## src/rtl/processador_pkg.sv

```systemverilog
// Shared definitions for the 16-bit multicycle processor: opcodes, ALU codes,
// FSM encoding and instruction field positions.
package processador_pkg;

  localparam logic [3:0] OP_ADD  = 4'h0;
  localparam logic [3:0] OP_SUB  = 4'h1;
  localparam logic [3:0] OP_AND  = 4'h2;
  localparam logic [3:0] OP_OR   = 4'h3;
  localparam logic [3:0] OP_ADDI = 4'h4;
  localparam logic [3:0] OP_LW   = 4'h5;
  localparam logic [3:0] OP_SW   = 4'h6;
  localparam logic [3:0] OP_BEQ  = 4'h7;
  localparam logic [3:0] OP_LI   = 4'h8;
  localparam logic [3:0] OP_HALT = 4'hF;

  localparam logic [2:0] ALU_ADD = 3'd0;
  localparam logic [2:0] ALU_SUB = 3'd1;
  localparam logic [2:0] ALU_AND = 3'd2;
  localparam logic [2:0] ALU_OR  = 3'd3;

  localparam int OPC_HI  = 15;
  localparam int OPC_LO  = 12;
  localparam int RD_HI   = 11;
  localparam int RD_LO   = 9;
  localparam int RS_HI   = 8;
  localparam int RS_LO   = 6;
  localparam int RT_HI   = 5;
  localparam int RT_LO   = 3;
  localparam int IMM6_HI = 5;
  localparam int IMM9_HI = 8;

  typedef enum logic [2:0] {
    ST_RST    = 3'd0,
    ST_FETCH  = 3'd1,
    ST_DECODE = 3'd2,
    ST_EXEC   = 3'd3,
    ST_MEM    = 3'd4,
    ST_WB     = 3'd5,
    ST_HALT   = 3'd6
  } estado_t;

  function automatic logic eh_tipo_r(input logic [3:0] op);
    return (op == OP_ADD) || (op == OP_SUB) || (op == OP_AND) || (op == OP_OR);
  endfunction

  // Address arithmetic always adds; BEQ compares by subtracting.
  function automatic logic [2:0] alu_op_de(input logic [3:0] op);
    logic [2:0] r;
    case (op)
      OP_ADD:  r = ALU_ADD;
      OP_SUB:  r = ALU_SUB;
      OP_AND:  r = ALU_AND;
      OP_OR:   r = ALU_OR;
      OP_BEQ:  r = ALU_SUB;
      default: r = ALU_ADD;
    endcase
    return r;
  endfunction

endpackage

```

## src/rtl/extensor_sinal.sv

```systemverilog
// Immediate generator: LI uses the 9-bit field, every other opcode the
// 6-bit field, both sign-extended to 16 bits.
module extensor_sinal
  import processador_pkg::*;
(
  input  logic [15:0] instrucao,
  output logic [15:0] imediato
);

  // select and sign-extend the immediate field
  always_comb begin
    imediato = 16'h0000;
    if (instrucao[OPC_HI:OPC_LO] == OP_LI) begin
      imediato = {{7{instrucao[IMM9_HI]}}, instrucao[IMM9_HI:0]};
    end else begin
      imediato = {{10{instrucao[IMM6_HI]}}, instrucao[IMM6_HI:0]};
    end
  end

endmodule

```

## src/rtl/unidade_controle.sv

```systemverilog
// Multicycle control unit: owns PC/IR/ALUOut/MDR, fetches over a ready/request
// handshake and sequences the register bank and external ALU.
module unidade_controle
  import processador_pkg::*;
#(
  parameter logic [15:0] RESET_PC = 16'h0000
) (
  input  logic        clock,
  input  logic        resetn,
  input  logic        MemReady,
  input  logic [15:0] MemDataIn,
  output logic        MemReq,
  output logic        MemWrite,
  output logic [15:0] MemAddr,
  output logic [15:0] MemDataOut,
  output logic [2:0]  Read1,
  output logic [2:0]  Read2,
  input  logic [15:0] Data1,
  input  logic [15:0] Data2,
  output logic [2:0]  WriteReg,
  output logic [15:0] WriteData,
  output logic        RegWrite,
  output logic [2:0]  AluOp,
  output logic        AluSrc,
  output logic [15:0] Imm,
  input  logic [15:0] AluResult,
  input  logic        AluZero,
  output logic        Halted
);

  estado_t     state_r, state_s;
  logic [15:0] pc_r, ir_r, aluout_r, mdr_r;
  logic [15:0] imm_s;
  logic [3:0]  opcode_s;
  logic        is_rtype_s;
  logic        unused_data1_s;

  assign opcode_s   = ir_r[OPC_HI:OPC_LO];
  assign is_rtype_s = eh_tipo_r(opcode_s);
  // Operand A goes straight from the bank to the ALU; the unit never looks at it.
  assign unused_data1_s = ^Data1;

  extensor_sinal u_extensor (
    .instrucao (ir_r),
    .imediato  (imm_s)
  );

  // state register and datapath registers
  always_ff @(posedge clock) begin
    if (!resetn) begin
      state_r  <= ST_RST;
      pc_r     <= RESET_PC;
      ir_r     <= 16'h0000;
      aluout_r <= 16'h0000;
      mdr_r    <= 16'h0000;
    end else begin
      state_r <= state_s;
      case (state_r)
        ST_FETCH: begin
          if (MemReady) begin
            ir_r <= MemDataIn;
            pc_r <= pc_r + 16'h0001;
          end
        end
        ST_EXEC: begin
          aluout_r <= AluResult;
          // PC already points past the branch, so the offset is relative to PC+1
          if ((opcode_s == OP_BEQ) && AluZero) begin
            pc_r <= pc_r + imm_s;
          end
        end
        ST_MEM: begin
          if (MemReady && (opcode_s == OP_LW)) begin
            mdr_r <= MemDataIn;
          end
        end
        default: ;
      endcase
    end
  end

  // next-state and Moore outputs decoded from state and IR
  always_comb begin
    state_s    = state_r;
    MemReq     = 1'b0;
    MemWrite   = 1'b0;
    MemAddr    = 16'h0000;
    MemDataOut = 16'h0000;
    Read1      = 3'd0;
    Read2      = 3'd0;
    WriteReg   = 3'd0;
    WriteData  = 16'h0000;
    RegWrite   = 1'b0;
    AluOp      = ALU_ADD;
    AluSrc     = 1'b0;
    Imm        = 16'h0000;
    Halted     = 1'b0;

    if (state_r != ST_RST) begin
      Read1    = ir_r[RS_HI:RS_LO];
      WriteReg = ir_r[RD_HI:RD_LO];
      Imm      = imm_s;
      AluOp    = alu_op_de(opcode_s);
      AluSrc   = (opcode_s == OP_ADDI) || (opcode_s == OP_LW) || (opcode_s == OP_SW);
      if ((opcode_s == OP_SW) || (opcode_s == OP_BEQ)) begin
        Read2 = ir_r[RD_HI:RD_LO];
      end else begin
        Read2 = ir_r[RT_HI:RT_LO];
      end
    end else begin
      Read1 = 3'd0;
    end

    case (state_r)
      ST_RST: state_s = ST_FETCH;
      ST_FETCH: begin
        MemReq  = 1'b1;
        MemAddr = pc_r;
        if (MemReady) begin
          state_s = ST_DECODE;
        end else begin
          state_s = ST_FETCH;
        end
      end
      ST_DECODE: state_s = ST_EXEC;
      ST_EXEC: begin
        if (is_rtype_s || (opcode_s == OP_ADDI) || (opcode_s == OP_LI)) begin
          state_s = ST_WB;
        end else if ((opcode_s == OP_LW) || (opcode_s == OP_SW)) begin
          state_s = ST_MEM;
        end else if (opcode_s == OP_HALT) begin
          state_s = ST_HALT;
        end else begin
          state_s = ST_FETCH;
        end
      end
      ST_MEM: begin
        MemReq   = 1'b1;
        MemAddr  = aluout_r;
        MemWrite = (opcode_s == OP_SW);
        if (opcode_s == OP_SW) begin
          MemDataOut = Data2;
        end else begin
          MemDataOut = 16'h0000;
        end
        if (!MemReady) begin
          state_s = ST_MEM;
        end else if (opcode_s == OP_SW) begin
          state_s = ST_FETCH;
        end else begin
          state_s = ST_WB;
        end
      end
      ST_WB: begin
        RegWrite = 1'b1;
        if (opcode_s == OP_LW) begin
          WriteData = mdr_r;
        end else if (opcode_s == OP_LI) begin
          WriteData = imm_s;
        end else begin
          WriteData = aluout_r;
        end
        state_s = ST_FETCH;
      end
      ST_HALT: begin
        Halted  = 1'b1;
        state_s = ST_HALT;
      end
      default: state_s = ST_RST;
    endcase
  end

endmodule

```

## config.mk

```make
export PLATFORM = sky130hd
export DESIGN_NAME = unidade_controle
export DESIGN_NICKNAME = d
export VERILOG_FILES = /design/src/rtl/processador_pkg.sv /design/src/rtl/extensor_sinal.sv /design/src/rtl/unidade_controle.sv
export SDC_FILE = /design/constraint.sdc
export NUM_CORES = 1
export LEC_CHECK = 0
export ABC_AREA = 1
export ABC_CLOCK_PERIOD_IN_PS = 2630
export CAP_MARGIN = 20
export CORE_UTILIZATION = 41
export DETAILED_ROUTE_END_ITERATION = 16
export GPL_TIMING_DRIVEN = 0
export PLACE_DENSITY = 0.78
export SLEW_MARGIN = 20
export SYNTH_ARGS = -nofsm -noshare
export SYNTH_HDL_FRONTEND = slang
export SYNTH_SLANG_ARGS = --single-unit
```

## constraint.sdc

```tcl
create_clock -name clock -period 2.63 [get_ports clock]
set_input_delay 0.526 -clock clock [delete_from_list [all_inputs] [get_ports clock]]
set_output_delay 0.526 -clock clock [all_outputs]
set_load 0.005 [all_outputs]
```

==> out/metrics.yaml, run 1 <==
status:
  status: "completed"
sta:
  slew_headroom_pct: 61.3
  period_share_pct: 99.4
  worstMarginPinSlew_ps: 581
  setup_viol: 0
  finalHoldViolCount: 0
  finalCriticalPeriod_ps: 2610
  rsz0062_at_grt: "true"
  finalSetupTns_ps: 0
  clock_skew_ps: 6.42
  drv_slew: 0
  maxClockFrequency_mhz: 383
clock_network:
  clk_latency_ps: 350
  cts_tree: "done"
  htreeDepth: 3
  cts.sink_count: 67
  clkTransAtPathRegs_ps: 70
  root_buffer: "clkbuf_8"
  cts_buffers: 9
  clk_path_buf_depth: 2
  ctsHoldBuffers: 0
grt:
  grt_usage_pct: 27.3
  overflow: 0
  grt_pass1_vias: 4631
  grt_pass1_wl_um: 21900
  antenna_found_initial: 0
  grt_max_degree: 20
min_path:
  hold_start: "mdr_r[1]"
  hold_class: "reg -> reg"
  whs_endpoint: "mdr_r[1]"
  whs_path_depth: 2
critical_path:
  arrival_ps: 2090
  crit_top_cell: "buf_4"
  cp_cell_sequence: "buf_6 > buf_4 > buf_4 > nor2_4 > buf_12 > nor4_1 > clkdlybuf4s50_1"
  cp_top_family: "buffers and inverters"
  critPathCaptureType: "output port"
  crit_type: "reg -> out"
  startpoint_type: "flop"
  crit_required_ps: 2100
  reg2reg_depth: 19
  r2r_end: "pc_r[14]"
  cp_max_fo: 6
  slowest_stage: "clkdlybuf4s50_1"
  worst_r2r_startpoint: "state_r[1]"
  critPathMaxStageDelay_ps: 580
  path_buf_inv: 5
  ff2ff_setup_slack_ps: 120
logic_synthesis:
  syn_nets: 724
  synth_edf_count: 0
  synth_most_common_cell: "nor2_1"
  avgSynthCellArea_um2: 6.49
  ys_seq_elements: 67
  seq_area_frac_synth_pct: 31.9
  synth_area_um2: 4200
  synth_cell_types: 39
  yosys.area.top_type: "dfxtp_1"
  syn_inst: 647
  synthFlopType: "dfxtp_1"
  synth_warnings: 0
  async_reset_ff_share_pct: 0
  synth_area_leaders: "dfxtp_1 (32%), o21ai_0 (12%), nor2_1 (11%)"
  yosysTopAreaCellShare_pct: 31.9
  synth_common_cells: "nor2_1 (128), o21ai_0 (97), inv_1 (80)"
die:
  dieArea_um2: 10700
  core_area_um2: 9860
  core.rowCount: 36
  ios: 149
  start_util_pct: 42.6
  die_h_um: 103
  die_w_um: 103
placement:
  place_hpwl_um: 10800
  placed_cells: 911
  place_area_um2: 5690
  portBuffers: 131
  place.gp.congestion: 0.940
pwr:
  p_per_area_nw_per_um2: 421
  ir_drop_v: 0.000306
  cellLeakagePower_nw: 3.07
  comb_power_share_pct: 29.3
  clkPwrFrac_pct: 28.0
  switching_power_uw: 879
  power_switching_share_pct: 32.7
  seqPwrFrac_pct: 42.8
  internal_power_mw: 1.81
drt:
  avgViaCountPerCell: 5.27
  wl_met1_um: 5910
  highest-signal-layer: "met4"
  wire_per_inst_um: 15.1
  drt-total-wl_um: 14400
  dr_wl_met2_um: 6920
  postRouteAntennaNets: 0
  vias: 5027
  wl_met3_um: 1180
  first_pass_iters: 5
  drc: 0
  drtIter0Drc: 303
finish:
  stdcell_area_um2: 6380
  fill_cells: 844
  syn_to_final_growth_pct: 51.9
  antenna-diode-count: 0
  drive_above_1_share_pct: 17.8
  final_cells: 954
  fin_nets: 894
job:
  drv_cap: 0
[layer usage]
| metal | global-route usage [%] | vias to the layer above |
|---|---|---|
| li1 | - | 2425 |
| met2 | 49.5 | 260 |
| met4 | 10.4 | 0 |
| met1 | 32.0 | 2301 |
| met5 | 0 | - |
| met3 | 4.77 | 41 |
[what timing repair did]
item / CTS / global route
setup buffers: 15 / 16
endpoints found under the setup margin: 88 / 51
pin swaps: 12 / 9
resized for setup: 63 / 62
endpoints found under the hold margin: 0 / 0
[stage by stage]
step           hold slack, ps  total power [mW]  setup slack (ps)  util (%)
2_1_floorplan             439              1.54              88.3         -
3_3_place_gp              468              1.82              -297      57.6
3_5_place_dp              473              1.84              -356      57.6
4_1_cts                   488              2.63              6.04      61.9
5_1_grt                   520              2.82             -23.6      64.7
6_report                  482              2.69              17.0      64.7
[power by group through the flow]
stage / clock [mW] / combinational [mW] / sequential, mW
2_1_floorplan: 0 / 0.390 / 1.15
3_3_place_gp: 0 / 0.662 / 1.16
3_5_place_dp: 0 / 0.674 / 1.16
4_1_cts: 0.753 / 0.733 / 1.14
5_1_grt: 0.800 / 0.862 / 1.16
6_report: 0.752 / 0.787 / 1.15
[worst register-to-register path, stage by stage, from the launching register on]
cell and delay [ps]:
dfxtp_1 330, buf_6 150, nand2_4 80, nor2_8 130, buf_8 120, nand2_1 90, ha_4 190, fa_2 360
nand3_1 110, nand2_2 80, nand4_1 80, o211ai_1 140, nand2_1 110, nand2_2 90, nand2_2 90, nand2_1 50
nand3_1 70, nand3_1 60, nand2_1 60, inv_1 30
[worst max-delay path by stage]
stage	from	end	slack, ps	cells after the start
final	state_r[1]	AluOp[1]	20	7
after global routing	state_r[1]	pc_r[14]	-20	19
after CTS	ir_r[12]	Imm[9]	6	8
after detailed placement	state_r[1]	pc_r[14]	-360	19
after global placement	state_r[1]	pc_r[14]	-300	19
after floorplan	state_r[1]	pc_r[9]	90	16
[state kept, by name (all words and copies together), names as in the netlist]
| signal | count |
|---|---|
| mdr_r | 16 |
| pc_r | 16 |
| aluout_r | 16 |
| state_r | 3 |
| ir_r | 16 |
[layout make-up]
cell class	instances	area (µm²)	share of cell area [%]
repair buffers	162	1590	24.9
inverters	88	349	5.47
clock inverters	3	15.0	0.235
multi-input cells	454	2500	39.1
flip-flops and latches	67	1350	21.2
plain buffers	35	262	4.10
clock buffers	12	145	2.27
well taps	133	166	2.61
[logic make-up after synthesis]
| group | after synthesis | share of synthesized area (%) |
|---|---|---|
| DFF | 67 | 31.9 |
| adders and majority gates | 9 | 2.86 |
| AOI/OAI and AO/OA | 173 | 22.4 |
| buffers and inverters | 126 | 12.9 |
| and+or+nand+nor | 260 | 27.5 |
| xor gates and xnor gates | 11 | 2.29 |
| other | 1 | 0.0893 |
[layout by cell type (no fill, tap or decap), types with 3 or more instances in the layout]
cell / n
a21oi_1: 44
a21oi_2: 4
a22o_1: 6
buf_4: 37
buf_6: 7
clkbuf_1: 12
clkbuf_8: 12
clkdlybuf4s50_1: 105
clkinv_2: 3
dfxtp_1: 61
dfxtp_2: 4
dlygate4sd2_1: 9
dlymetal6s2s_1: 17
ha_1: 5
inv_1: 71
inv_2: 11
inv_4: 3
nand2_1: 67
nand2_2: 16
nand2_4: 5
nand3_1: 15
nand3_2: 5
nand4_1: 9
nor2_1: 120
nor2_2: 5
nor2_4: 6
nor3_1: 5
o211ai_1: 4
o21ai_0: 89
o21ai_1: 7
o21bai_1: 4
o22ai_1: 4
o41ai_1: 3
xnor2_1: 3
xor2_1: 8
Power figures use the tool's default switching activity.
==> inputs of run 2 (changes only) <==
- CTS_BUF_LIST: not set -> sky130_fd_sc_hd__clkbuf_8 sky130_fd_sc_hd__clkbuf_16
- PLACE_DENSITY: 0.78 -> not set
- PLACE_DENSITY_LB_ADDON: not set -> 0.12
==> run 2 against run 1 <==
Sequential cell count stayed put. Critical path depth down 1. Clock skew increased by 5.2 ps. Critical path type unchanged. Critical endpoint is now MemAddr[3]. Largest power group unchanged. Highest routed layer unchanged.
==> out/metrics.yaml, run 2 (same netlist as run 1, synthesis figures left out) <==
finish:
  final_cells: 942
  stdcell_area_um2: 6380
  mostFrequentLayoutCell: "nor2_1"
  regArea_um2: 1360
  multi_input_area_um2: 2520
  syn_to_final_growth_pct: 51.9
  fill_cells: 880
  fin_nets: 882
  finalCoreUtilization_pct: 64.7
  antenna-diode-count: 0
  layout_common_cells: "nor2_1 (119), clkdlybuf4s50_1 (108), o21ai_0 (88)"
  drive_above_1_share_pct: 16.7
drt:
  drc: 0
  drtIter0Drc: 318
  vias: 4845
  wire_per_inst_um: 15.2
  drt-total-wl_um: 14400
  avgViaCountPerCell: 5.14
  postRouteAntennaNets: 0
  first_pass_iters: 5
die:
  start_util_pct: 42.6
  core.rowCount: 36
  ios: 149
  core_area_um2: 9860
  die_w_um: 103
  dieArea_um2: 10700
  die_h_um: 103
clock_network:
  cts.sink_count: 67
  clk_path_buf_depth: 2
  root_buffer: "clkbuf_8"
  cts_tree: "done"
  clk_latency_ps: 350
  cts_buffers: 9
  htreeDepth: 3
  clkTransAtPathRegs_ps: 80
  ctsHoldBuffers: 0
critical_path:
  reg2reg_depth: 19
  critPathMaxStageDelay_ps: 510
  slowest_stage: "clkdlybuf4s50_1"
  crit_required_ps: 2100
  startpoint_type: "flop"
  ff2ff_setup_slack_ps: 110
  cp_cell_sequence: "buf_6 > nor3_4 > buf_4 > buf_4 > a22o_1 > clkdlybuf4s50_1"
  arrival_ps: 2050
  r2r_end: "pc_r[14]"
  crit_type: "reg -> out"
  critPathCaptureType: "output port"
  cp-startpoint: "state_r[1]"
  crit_path_end: "MemAddr[3]"
  cp_max_fo: 11
  crit_top_cell: "buf_4"
  worst_r2r_startpoint: "state_r[1]"
placement:
  dpl_worst_slack_ps: -391
  place.gp.congestion: 0.925
  portBuffers: 131
  placed_cells: 911
  place_area_um2: 5690
  place_hpwl_um: 10800
sta:
  maxClockFrequency_mhz: 389
  drv_slew: 0
  rsz0062_at_grt: "true"
  finalSetupTns_ps: 0
  slew_headroom_pct: 60.7
  finalCriticalPeriod_ps: 2570
  setup_viol: 0
  setup_ws_ps: 56.3
  finalHoldViolCount: 0
  clock_skew_ps: 11.6
  worstMarginPinSlew_ps: 590
  period_share_pct: 97.9
grt:
  grt_pass1_vias: 4408
  grt_max_degree: 20
  antenna_found_initial: 0
  overflow: 0
  grt_usage_pct: 26.5
  grt_pass1_wl_um: 21300
min_path:
  hold_class: "reg -> reg"
pwr:
  cellLeakagePower_nw: 2.98
  p_per_area_nw_per_um2: 460
  ir_drop_v: 0.000302
job:
  drv_cap: 0
status:
  status: "completed"
## run 2: final cells by class
type / count / area share [%]
Buffer: 34 / 3.94
Clock inverter: 6 / 1.65
Tap cell: 133 / 2.61
Multi-Input combinational cell: 454 / 39.6
Inverter: 88 / 5.51
Sequential cell: 67 / 21.3
Clock buffer: 9 / 1.94
Timing Repair Buffer: 151 / 23.5
## run 2: power breakdown
part / internal, mW / switching (mW) / leakage [nW]
combinational: 0.351 / 0.413 / 2.32
sequential: 1.08 / 0.0677 / 0.550
clock: 0.620 / 0.402 / 0.119
## run 2: worst min-delay path by stage
stage	from	endpoint	slack (ps)	depth (start not counted)
floorplan	aluout_r[6]	aluout_r[6]	440	2
global placement	ir_r[11]	ir_r[11]	470	2
detailed placement	mdr_r[14]	mdr_r[14]	480	2
CTS	ir_r[10]	ir_r[10]	490	2
global route	ir_r[10]	ir_r[10]	510	2
finish	ir_r[10]	ir_r[10]	490	2
## run 2: metrics by stage
step                      hold WS [ps]  power (mW)
after floorplan                    439        1.54
after global placement             470        1.83
after detailed placement           475        1.84
after CTS                          488        2.91
after global routing               508        3.08
final                              488        2.94
## run 2: what timing repair did
action                     4_1_cts  5_1_grt
resized for setup               74       49
cloned                           1        0
setup buffers                   11        8
pin swaps                       15        8
setup endpoints to repair       83       53
## run 2: routing by layer
| metal | vias to the layer above | track usage (%) | routed length (µm) |
|---|---|---|---|
| li1 | 2413 | - | - |
| met1 | 2168 | 33.0 | 6170 |
| met5 | - | 0 | 0 |
| met4 | 0 | 10.8 | 328 |
| met3 | 30 | 4.57 | 1190 |
| met2 | 234 | 45.4 | 6670 |
## run 2: worst max-delay path: cells and delay by family, from the launching register on
| kind | cells | cell delay (ps) |
|---|---|---|
| buffers and inverters | 4 | 1020 |
| flip-flops | 1 | 310 |
| AND/OR/NAND/NOR | 1 | 220 |
| AO/OA/AOI/OAI | 1 | 150 |
